$ cat config.mk
export PLATFORM = sky130hd
export DESIGN_NAME = fifo_drain
export DESIGN_NICKNAME = d
export VERILOG_FILES = /design/src/rtl/fifo_drain.sv
export SDC_FILE = /design/constraint.sdc
export NUM_CORES = 1
export LEC_CHECK = 0
export BUFFER_PORTS_ARGS = -buffer_cell sky130_fd_sc_hd__clkbuf_2
export CAP_MARGIN = 20
export CORE_MARGIN = 8
export CORE_UTILIZATION = 30
export DETAILED_ROUTE_END_ITERATION = 8
export GPL_ROUTABILITY_DRIVEN = 0
export SYNTH_ARGS = -nofsm -noshare
export SYNTH_HDL_FRONTEND = slang
export SYNTH_SLANG_ARGS = --single-unit
$ cat constraint.sdc
create_clock -name CLK -period 2.18 [get_ports CLK]
set_input_delay 0.109 -clock CLK [delete_from_list [all_inputs] [get_ports CLK]]
set_output_delay 0.109 -clock CLK [all_outputs]
set_load 0.02 [all_outputs]
$ cat src/rtl/fifo_drain.sv
// Drains an upstream FIFO (1-cycle read latency) into a 2-entry in-order skid
// buffer that feeds a valid/ready consumer. Counts delivered words.
module fifo_drain #(
    parameter int DATA_WIDTH = 8
) (
    input  logic                  CLK,
    input  logic                  RESET,
    input  logic                  ENABLE,
    input  logic                  FIFO_EMPTY,
    input  logic [DATA_WIDTH-1:0] FIFO_DATA,
    output logic                  READ,
    output logic [DATA_WIDTH-1:0] DATA_OUT,
    output logic                  VALID_OUT,
    input  logic                  READY_IN,
    output logic                  BUSY,
    output logic [15:0]           XFER_CNT
);

    typedef enum logic [1:0] {IDLE, ACTIVE, FLUSH} state_t;

    state_t                state, state_nxt;
    logic [1:0]            occ;
    logic                  inf;
    logic [DATA_WIDTH-1:0] ent0, ent1;
    logic [15:0]           cnt;
    logic                  pop, rd, cap;
    logic [2:0]            load;

    assign VALID_OUT = ~RESET & (occ != 2'd0);
    assign pop       = VALID_OUT & READY_IN;
    assign cap       = inf;

    // Slots committed one cycle from now; pop implies occ >= 1, so no underflow.
    assign load = {1'b0, occ} + {2'b00, inf} - {2'b00, pop};
    assign rd   = (state == ACTIVE) & ENABLE & ~FIFO_EMPTY & (load < 3'd2);

    assign READ     = rd & ~RESET;
    assign DATA_OUT = RESET ? '0 : ent0;
    assign BUSY     = ~RESET & (state != IDLE);
    assign XFER_CNT = RESET ? 16'd0 : cnt;

    always_comb begin
        state_nxt = state;
        case (state)
            IDLE:    if (ENABLE) state_nxt = ACTIVE;
            ACTIVE:  if (!ENABLE) state_nxt = ((occ != 2'd0) || inf) ? FLUSH : IDLE;
            FLUSH: begin
                if (ENABLE)
                    state_nxt = ACTIVE;
                else if ((occ == 2'd0) && !inf)
                    state_nxt = IDLE;
            end
            default: state_nxt = IDLE;
        endcase
    end

    always_ff @(posedge CLK) begin
        if (RESET) begin
            state <= IDLE;
            inf   <= 1'b0;
            cnt   <= 16'd0;
        end else begin
            state <= state_nxt;
            inf   <= rd;
            if (pop)
                cnt <= cnt + 16'd1;
        end
    end

    // ent0 is always the oldest word; ent1 only holds data when occ == 2.
    always_ff @(posedge CLK) begin
        if (RESET) begin
            occ  <= 2'd0;
            ent0 <= '0;
            ent1 <= '0;
        end else begin
            case ({cap, pop})
                2'b11: begin
                    if (occ == 2'd2) begin
                        ent0 <= ent1;
                        ent1 <= FIFO_DATA;
                    end else begin
                        ent0 <= FIFO_DATA;
                    end
                end
                2'b01: begin
                    ent0 <= ent1;
                    occ  <= occ - 2'd1;
                end
                2'b10: begin
                    if (occ == 2'd0)
                        ent0 <= FIFO_DATA;
                    else
                        ent1 <= FIFO_DATA;
                    occ <= occ + 2'd1;
                end
                default: ;
            endcase
        end
    end

endmodule

==> flow_summary.ini, run 1 <==
[status]
status = complete, but fails checks
violations = negative setup slack

[timing]
max_freq_mhz = 437
period_share_pct = 105
tightest_slew_ps = 583
clock_skew_ps = 8.78
rsz0062_at_grt = yes
final-setup-viol-count = 1
finalHoldViolCount = 0
layout_min_cycle_time_ps = 2290
fin_ws_ps = -108
slew_violations = 0
slew_headroom_pct = 61.2

[synth]
ys_seq_elements = 37
yosys-mux-area-fraction_pct = 7.84
syn_inst = 214
syn_avg_cell_area_sq_um = 8.80
synthAdderAreaFrac_pct = 5.05
synthTopCellsByArea = dfxtp_1 39%, nor2b_1 7.6%, nor2_1 6.0%, mux2i_1 4.3%, ha_1 4.0%
synth_top_area_share_pct = 39.3
synth-edff-count = 0
ys_seq_area_share_pct = 39.3
synth_top_family_by_area = simple AND/OR/NAND/NOR gates
synthXorXnorAreaFrac_pct = 5.12
synth-main-ff-cell = dfxtp_1
async_reset_ff_share_pct = 0
synth_cell_types = 37
yosysWarnings = 0
syn_area_sq_um = 1880
syn_nets = 234
synth-simple-area-share_pct = 28.9
synth_top_area_cell = dfxtp_1
synth_compound_area_share_pct = 10.0

[floorplanning]
core_area_sq_um = 6200
rows = 29
die_x_um = 95.2
num_io_pins = 40
initial_core_util_pct = 30.3
die_y_um = 95.2
die_area_sq_um = 9070

[placed_design]
place_ws_ps = 133
io_buffers = 39
place_hpwl_mm = 3.15

[worst_setup_path]
arrival_ps = 2180
start_kind = flip-flop
required_ps = 2070
path_class = flip-flop to primary output
crit_path_max_fanout = 4
cp-end-kind = primary output

[final_layout]
nets = 282
area_growth_syn_to_layout_pct = 25.3
mostFrequentLayoutCells = 38 x clkbuf_2, 35 x dfxtp_1, 30 x nor2_1
n_antenna_cell = 0
fin_util_pct = 38.0
drive_gt1_share_pct = 28.9
fillCellCount = 639
mostFrequentLayoutCell = clkbuf_2

[pwr]
fin_total_pwr_w = 0.00133
clkPwrFrac_pct = 34.3
seq_power_share_pct = 52.6
leakagePower_nw = 0.951
p_switching_w = 0.000346
combPwrFrac_pct = 13.1
peakVddDrop_mv = 0.275
p_int_w = 0.000986
pwr_density_cell_nw_per_um2 = 564
switching_share_pct = 26.0

[route]
ant_nets = 0
wl_per_cell_um = 12.8
num_vias = 1624
drt-initial-drc-count = 65
routed_via_density = 4.78
routed_wl_mm = 4.36
drc = 0
first_pass_iters = 4

[grt]
grt.overflow.total = 0
antenna_found_initial = 0
grt_pass1_wl_mm = 7.31
grt_max_degree = 59
grt_pass1_vias = 1598
grt_usage_pct = 9.93

[worst_hold_path]
hp-class = input port to flip-flop

[clocking]
cts_inserted_buffers = 5
cts_tree = yes
cts_htree_levels = 2
clock_latency_ps = 280
cts_buffer_depth = 2
clkTransAtPathRegs_ps = 70
cts-root-buf = clkbuf_8
cts.sinks = 37

[job]
max-cap-violations = 0
## kinds of logic after synthesis
group,count (synthesis)
AND/OR/NAND/NOR,103
adder cells (fa/ha/maj),7
XOR/XNOR,11
AO/OA/AOI/OAI,28
buffers and inverters,14
flip-flops,37
multiplexers,14
## worst max-delay path, cell delays in order, from the launching register on
cell and delay (ps):
dfxtp_2 330, o21ba_4 160, nand2_4 70, ha_4 270, nand2_2 40, fa_1 490
nand4bb_1 180, nor3_4 200, clkbuf_8 170
## Yosys cell counts (2+ instances only)
cell / number
dfxtp_1: 37
nor2_1: 30
nor2b_1: 23
nand2_1: 12
nor3_1: 10
a21oi_1: 8
mux2i_1: 8
a221oi_1: 7
clkbuf_1: 7
xor2_1: 7
ha_1: 6
mux2_2: 6
nand4_1: 5
o21ai_0: 5
nand3_1: 4
or3_1: 4
xnor2_1: 4
and2_1: 3
and3_1: 3
inv_1: 3
and4_1: 2
buf_2: 2
buf_6: 2
nand2b_1: 2
o31ai_1: 2
## registers in the layout (all words and copies together) (netlist names)
signal and flops:
cnt 16, ent0 8, ent1 8, occ 2, state 2, cap 1
## worst paths after layout
path	startpoint	to	slack [ps]	depth (start not counted)
worst max-delay path	occ[0]	READ	-110	8
worst min-delay path	ENABLE	state[1]	20	2
worst max register to register	occ[0]	ent0[4]	230	7
worst min register to register	cnt[15]	cnt[15]	480	2
## cell type report
cell class / instances / area (sq um) / share of cell area [%]
clock inverters: 2 / 10.0 / 0.424
inverters: 3 / 11.3 / 0.477
multi-input cells: 163 / 1120 / 47.7
flip-flops and latches: 37 / 743 / 31.5
well taps: 77 / 96.3 / 4.08
clock buffers: 6 / 72.6 / 3.08
repair buffers: 52 / 302 / 12.8
## per-stage QoR
step | hold slack, ps | instances | setup TNS, ps | instance area [sq um]
5_1_grt | 11.6 | 340 | -221 | 2360
6_report | 21.5 | 340 | -108 | 2360
3_5_place_dp | 312 | 328 | 0 | 2230
2_1_floorplan | 186 | 214 | -38.9 | 1940
3_3_place_gp | 297 | 328 | 0 | 2230
4_1_cts | 1.18 | 337 | -108 | 2320
## power groups by stage
stage               logic, W  clock network (W)  registers, W
floorplan           0.000116                  0      0.000716
global placement    0.000167                  0      0.000716
global route        0.000193           0.000507      0.000702
detailed placement  0.000169                  0      0.000716
finish              0.000175           0.000456      0.000700
CTS                 0.000172           0.000476      0.000701
## timing repair
item,in CTS,in global routing
gates resized for setup,2,3
hold buffers,0,0
pin swaps,6,3
setup buffers,1,3
cloned,0,0
endpoints found under the setup margin,1,1
## routing by layer
layer	up-vias	GRT usage [%]	wire [um]
met4	0	3.51	40
met1	753	11.4	1940
met3	2	3.15	266
met2	30	16.9	2110
li1	839	-	-
met5	-	0	0
No activity file was read; power rests on OpenSTA's default activity.
==> inputs of run 2 (changes only) <==
--- a/config.mk
+++ b/config.mk
@@ -7,6 +7,7 @@
 export LEC_CHECK = 0
 export BUFFER_PORTS_ARGS = -buffer_cell sky130_fd_sc_hd__clkbuf_2
 export CAP_MARGIN = 20
+export CORE_ASPECT_RATIO = 1.1
 export CORE_MARGIN = 8
 export CORE_UTILIZATION = 30
 export DETAILED_ROUTE_END_ITERATION = 8
==> flow_summary.ini, run 2 (synthesis gave the netlist of run 1 again) <==
[pwr]
peakVddDrop_mv = 0.263
p_int_w = 0.00111
combPwrFrac_pct = 11.8
switching_share_pct = 25.2
clkPwrFrac_pct = 40.8
pwr_density_cell_nw_per_um2 = 617
seq_power_share_pct = 47.4
p_switching_w = 0.000373
leakagePower_nw = 0.961

[worst_setup_path]
path_class = flip-flop to primary output
r2r-start = occ[0]
arrival_ps = 2200
rr_endpoint = cap
setup.reg_to_reg.worst_slack_ps = 110
crit_path_max_fanout = 3
start_kind = flip-flop
cp-end-kind = primary output
reg2reg_depth = 8
required_ps = 2070

[final_layout]
n_antenna_cell = 0
area_growth_syn_to_layout_pct = 27.4
largest_register_ffs = 16
drive_gt1_share_pct = 28.9
mostFrequentLayoutCells = 38 x clkbuf_2, 35 x dfxtp_1, 30 x nor2_1
regMostFlops = cnt
nets = 282
fin_area_sq_um = 2400
layout.cells.non_filler = 343
reg.largest.list = cnt: 16 flops, ent0: 8 flops, ent1: 8 flops
fillCellCount = 617
mostFrequentLayoutCell = clkbuf_2

[placed_design]
dp.cells = 330
io_buffers = 39
place_hpwl_mm = 3.12
placed_cell_area_sq_um = 2220

[status]
status = complete, but fails checks
violations = negative setup slack

[grt]
antenna_found_initial = 0
grt_usage_pct = 10.2
grt_pass1_wl_mm = 7.81
grt.overflow.total = 0
grt_max_degree = 59
grt_pass1_vias = 1670

[timing]
max_freq_mhz = 433
slew_headroom_pct = 61.9
slew_violations = 0
fin_ws_ps = -132
tightest_slew_ps = 572
finalHoldViolCount = 0
clock_skew_ps = 6.68
period_share_pct = 106
layout_min_cycle_time_ps = 2310
final-setup-viol-count = 1
rsz0062_at_grt = yes

[clocking]
cts_buffer_depth = 2
cts.sinks = 37
cts_inserted_buffers = 5
cts_htree_levels = 2
cts_tree = yes
clock_latency_ps = 290
cts-root-buf = clkbuf_8
clkTransAtPathRegs_ps = 80

[job]
max-cap-violations = 0

[route]
drc = 0
wl_per_cell_um = 12.7
first_pass_iters = 4
routed_wl_mm = 4.36
num_vias = 1597
ant_nets = 0
routed_via_density = 4.66
drt-initial-drc-count = 51

[floorplanning]
rows = 30
die_area_sq_um = 9070
die_y_um = 99.1
die_x_um = 91.5
num_io_pins = 40
core_area_sq_um = 6120
initial_core_util_pct = 30.8

[worst_hold_path]
hp-class = input port to flip-flop
whs_path_depth = 3
min_from = FIFO_DATA[1]
hold_end = ent1[1]
-- run 2: changes by cell type in the layout (fill, tap and decap cells not counted), sizes merged --
| cell | previous run | this run |
|---|---|---|
| dlygate4sd3 | 0 | 1 |
| clkinv | 2 | 1 |
| bufinv | 0 | 1 |
| clkbuf | 45 | 44 |
| buf | 13 | 12 |
| clkinvlp | 0 | 1 |
-- run 2: final cells by class --
class / count / area, sq um / share of cell area, %
flip-flops and latches: 37 / 743 / 31.0
multi-input cells: 163 / 1120 / 46.9
repair buffers: 52 / 304 / 12.7
clock buffers: 5 / 68.8 / 2.87
inverters: 3 / 11.3 / 0.469
well taps: 80 / 100 / 4.17
clock inverters: 3 / 46.3 / 1.93
-- run 2: worst max-delay path by stage --
stage	from	end	slack, ps	cells after the start
after floorplan	occ[0]	READ	-40	10
final	occ[0]	READ	-130	8
after detailed placement	occ[1]	READ	120	8
after CTS	occ[0]	READ	-90	8
after global routing	occ[0]	READ	-210	8
after global placement	occ[1]	READ	150	8
-- run 2: metal layers --
metal / GRT usage, % / share of wire, % / vias up
li1: - / - / 834
met1: 11.8 / 46 / 729
met2: 17.5 / 48 / 30
met3: 3.24 / 5.0 / 4
met4: 3.03 / 0.57 / 0
met5: 0 / 0 / -
-- run 2: metrics by stage --
step | hold slack, ps | worst slack (ps) | total power (W) | TNS (ps) | utilization [%]
2_1_floorplan | 186 | -38.9 | 0.000832 | -38.9 | -
3_3_place_gp | 295 | 147 | 0.000883 | 0 | 36.3
3_5_place_dp | 302 | 121 | 0.000884 | 0 | 36.3
4_1_cts | 67.0 | -87.4 | 0.00150 | -87.4 | 39.0
5_1_grt | 84.5 | -207 | 0.00156 | -207 | 39.2
6_report | 70.8 | -132 | 0.00148 | -132 | 39.2
-- run 2: repair_timing --
| action | CTS | global route |
|---|---|---|
| resized for setup | 4 | 1 |
| pin swaps | 4 | 0 |
| endpoints found under the hold margin | 1 | 0 |
| setup buffers | 4 | 0 |
| hold buffers | 1 | 0 |
| endpoints found under the setup margin | 1 | 1 |
-- run 2: worst max-delay path, cell delays in order (launching register included) --
cell and delay [ps]:
dfxtp_2 350, o21ba_4 160, nand2_4 70, ha_4 270, nand2_2 50, fa_1 490
nand4bb_1 190, nor3_4 160, clkbuf_8 170
-- run 2: power groups by stage --
stage	Sequential, W	Combinational [W]	Clock [W]
after floorplan	0.000716	0.000116	0
after global placement	0.000716	0.000167	0
after detailed placement	0.000717	0.000168	0
after CTS	0.000701	0.000176	0.000621
after global routing	0.000704	0.000194	0.000660
final	0.000701	0.000175	0.000604
==> inputs of run 3 (changes only) <==
==> constraint.sdc (replaced) <==
create_clock -name CLK -period 2.6 [get_ports CLK]
set_input_delay 0.13 -clock CLK [delete_from_list [all_inputs] [get_ports CLK]]
set_output_delay 0.13 -clock CLK [all_outputs]
set_load 0.02 [all_outputs]
==> flow_summary.ini, run 3 (synthesis gave the netlist of run 1 again) <==
[timing]
final-setup-viol-count = 0
tightest_slew_ps = 575
rsz0062_at_grt = no
tns_ps = 0
slew_violations = 0
clock_skew_ps = 6.10
finalHoldViolCount = 0
max_freq_mhz = 410
slew_headroom_pct = 61.7
period_share_pct = 93.9
layout_min_cycle_time_ps = 2440

[grt]
grt_max_degree = 59
grt.overflow.total = 0
grt_pass1_wl_mm = 6.84
grt_pass1_vias = 1538
grt_usage_pct = 8.92
antenna_found_initial = 0

[pwr]
leakagePower_nw = 0.926
pwr_density_cell_nw_per_um2 = 575
p_int_w = 0.00101
seq_power_share_pct = 44.7
switching_share_pct = 23.3
p_switching_w = 0.000307
clkPwrFrac_pct = 46.1
combPwrFrac_pct = 9.2
peakVddDrop_mv = 0.327

[worst_setup_path]
cp-startpoint = occ[0]
crit_end = READ
reg2reg_depth = 7
crit_path_max_fanout = 7
cp-end-kind = primary output
rr_endpoint = ent0[1]
start_kind = flip-flop
r2r-start = occ[0]
path_class = flip-flop to primary output
arrival_ps = 2310
required_ps = 2470
setup.reg_to_reg.worst_slack_ps = 440

[route]
ant_nets = 0
wl_per_cell_um = 12.3
num_vias = 1583
drt-initial-drc-count = 50
first_pass_iters = 4
routed_via_density = 4.74
routed_wl_mm = 4.11
drc = 0

[final_layout]
largest_register_ffs = 16
reg.largest.list = cnt: 16 flops, ent0: 8 flops, ent1: 8 flops
regArea_sq_um = 743
fin_util_pct = 37.5
regMostFlops = cnt
multiInputGateArea_sq_um = 1080
mostFrequentLayoutCell = clkbuf_2
fillCellCount = 635
area_growth_syn_to_layout_pct = 21.9
drive_gt1_share_pct = 24.4
nets = 273
mostFrequentLayoutCells = 39 x clkbuf_2, 35 x dfxtp_1, 30 x nor2_1
n_antenna_cell = 0

[clocking]
cts-root-buf = clkbuf_8
cts_tree = yes
post_cts_buffers = 0
cts.sinks = 37
ctsResizeCount = 0
cts_hold_buf = 0
clock_latency_ps = 290
clkTransAtPathRegs_ps = 80
cts_inserted_buffers = 5
cts_buffer_depth = 2
cts_htree_levels = 2

[floorplanning]
die_x_um = 91.5
core_area_sq_um = 6120
rows = 30
die_area_sq_um = 9070
initial_core_util_pct = 30.8
die_y_um = 99.1
num_io_pins = 40

[placed_design]
place_hpwl_mm = 2.97
io_buffers = 39

[worst_hold_path]
hp-class = input port to flip-flop

[job]
max-cap-violations = 0

[status]
status = complete, no violations
-- run 3: layout make-up --
cell class	instances	area share, %
tap	80	4.36
timing repair buffer	43	9.81
clock inverter	3	3.00
multi-input combinational	163	46.9
inverter	3	0.491
sequential	37	32.4
clock buffer	5	3.00
-- run 3: worst min path at each step --
stage	cells past startpoint	endpoint	slack, ps	start
after floorplan	1	state[1]	210	ENABLE
after global placement	2	state[1]	320	ENABLE
after detailed placement	2	state[1]	320	ENABLE
after CTS	2	state[1]	10	ENABLE
after global routing	2	state[1]	20	ENABLE
final	2	state[1]	20	ENABLE
-- run 3: metal layers --
metal / track usage [%] / part of all wire (%) / vias to the layer above / routed length [um]
li1: - / - / 821 / -
met1: 10.3 / 47 / 729 / 1920
met2: 15.2 / 47 / 29 / 1940
met3: 3.24 / 5.2 / 4 / 213
met4: 2.27 / 0.95 / 0 / 39
met5: 0 / 0 / - / 0
-- run 3: through the flow --
| stage | power (W) | instances | worst slack [ps] | hold slack [ps] | area [sq um] |
|---|---|---|---|---|---|
| global placement | 0.000726 | 326 | 394 | 316 | 2150 |
| global route | 0.00138 | 334 | 46.8 | 18.5 | 2290 |
| detailed placement | 0.000726 | 326 | 348 | 320 | 2150 |
| finish | 0.00132 | 334 | 160 | 20.6 | 2290 |
| floorplan | 0.000688 | 214 | 116 | 207 | 1890 |
| CTS | 0.00134 | 334 | 63.2 | 11.8 | 2290 |
-- run 3: power by group through the flow --
stage	sequential (W)	combinational [W]	clock [W]
2_1_floorplan	0.000599	0.0000882	0
3_3_place_gp	0.000603	0.000123	0
3_5_place_dp	0.000603	0.000123	0
4_1_cts	0.000590	0.000124	0.000623
5_1_grt	0.000592	0.000134	0.000649
6_report	0.000590	0.000122	0.000608
-- run 3: worst max-delay path, stage by stage (launching register included) --
cell and delay (ps):
dfxtp_2 360, o21ba_1 200, nand2_1 140, inv_1 140, ha_1 240, fa_1 500, nand4bb_1 140, nor3_2 120
clkbuf_2 180
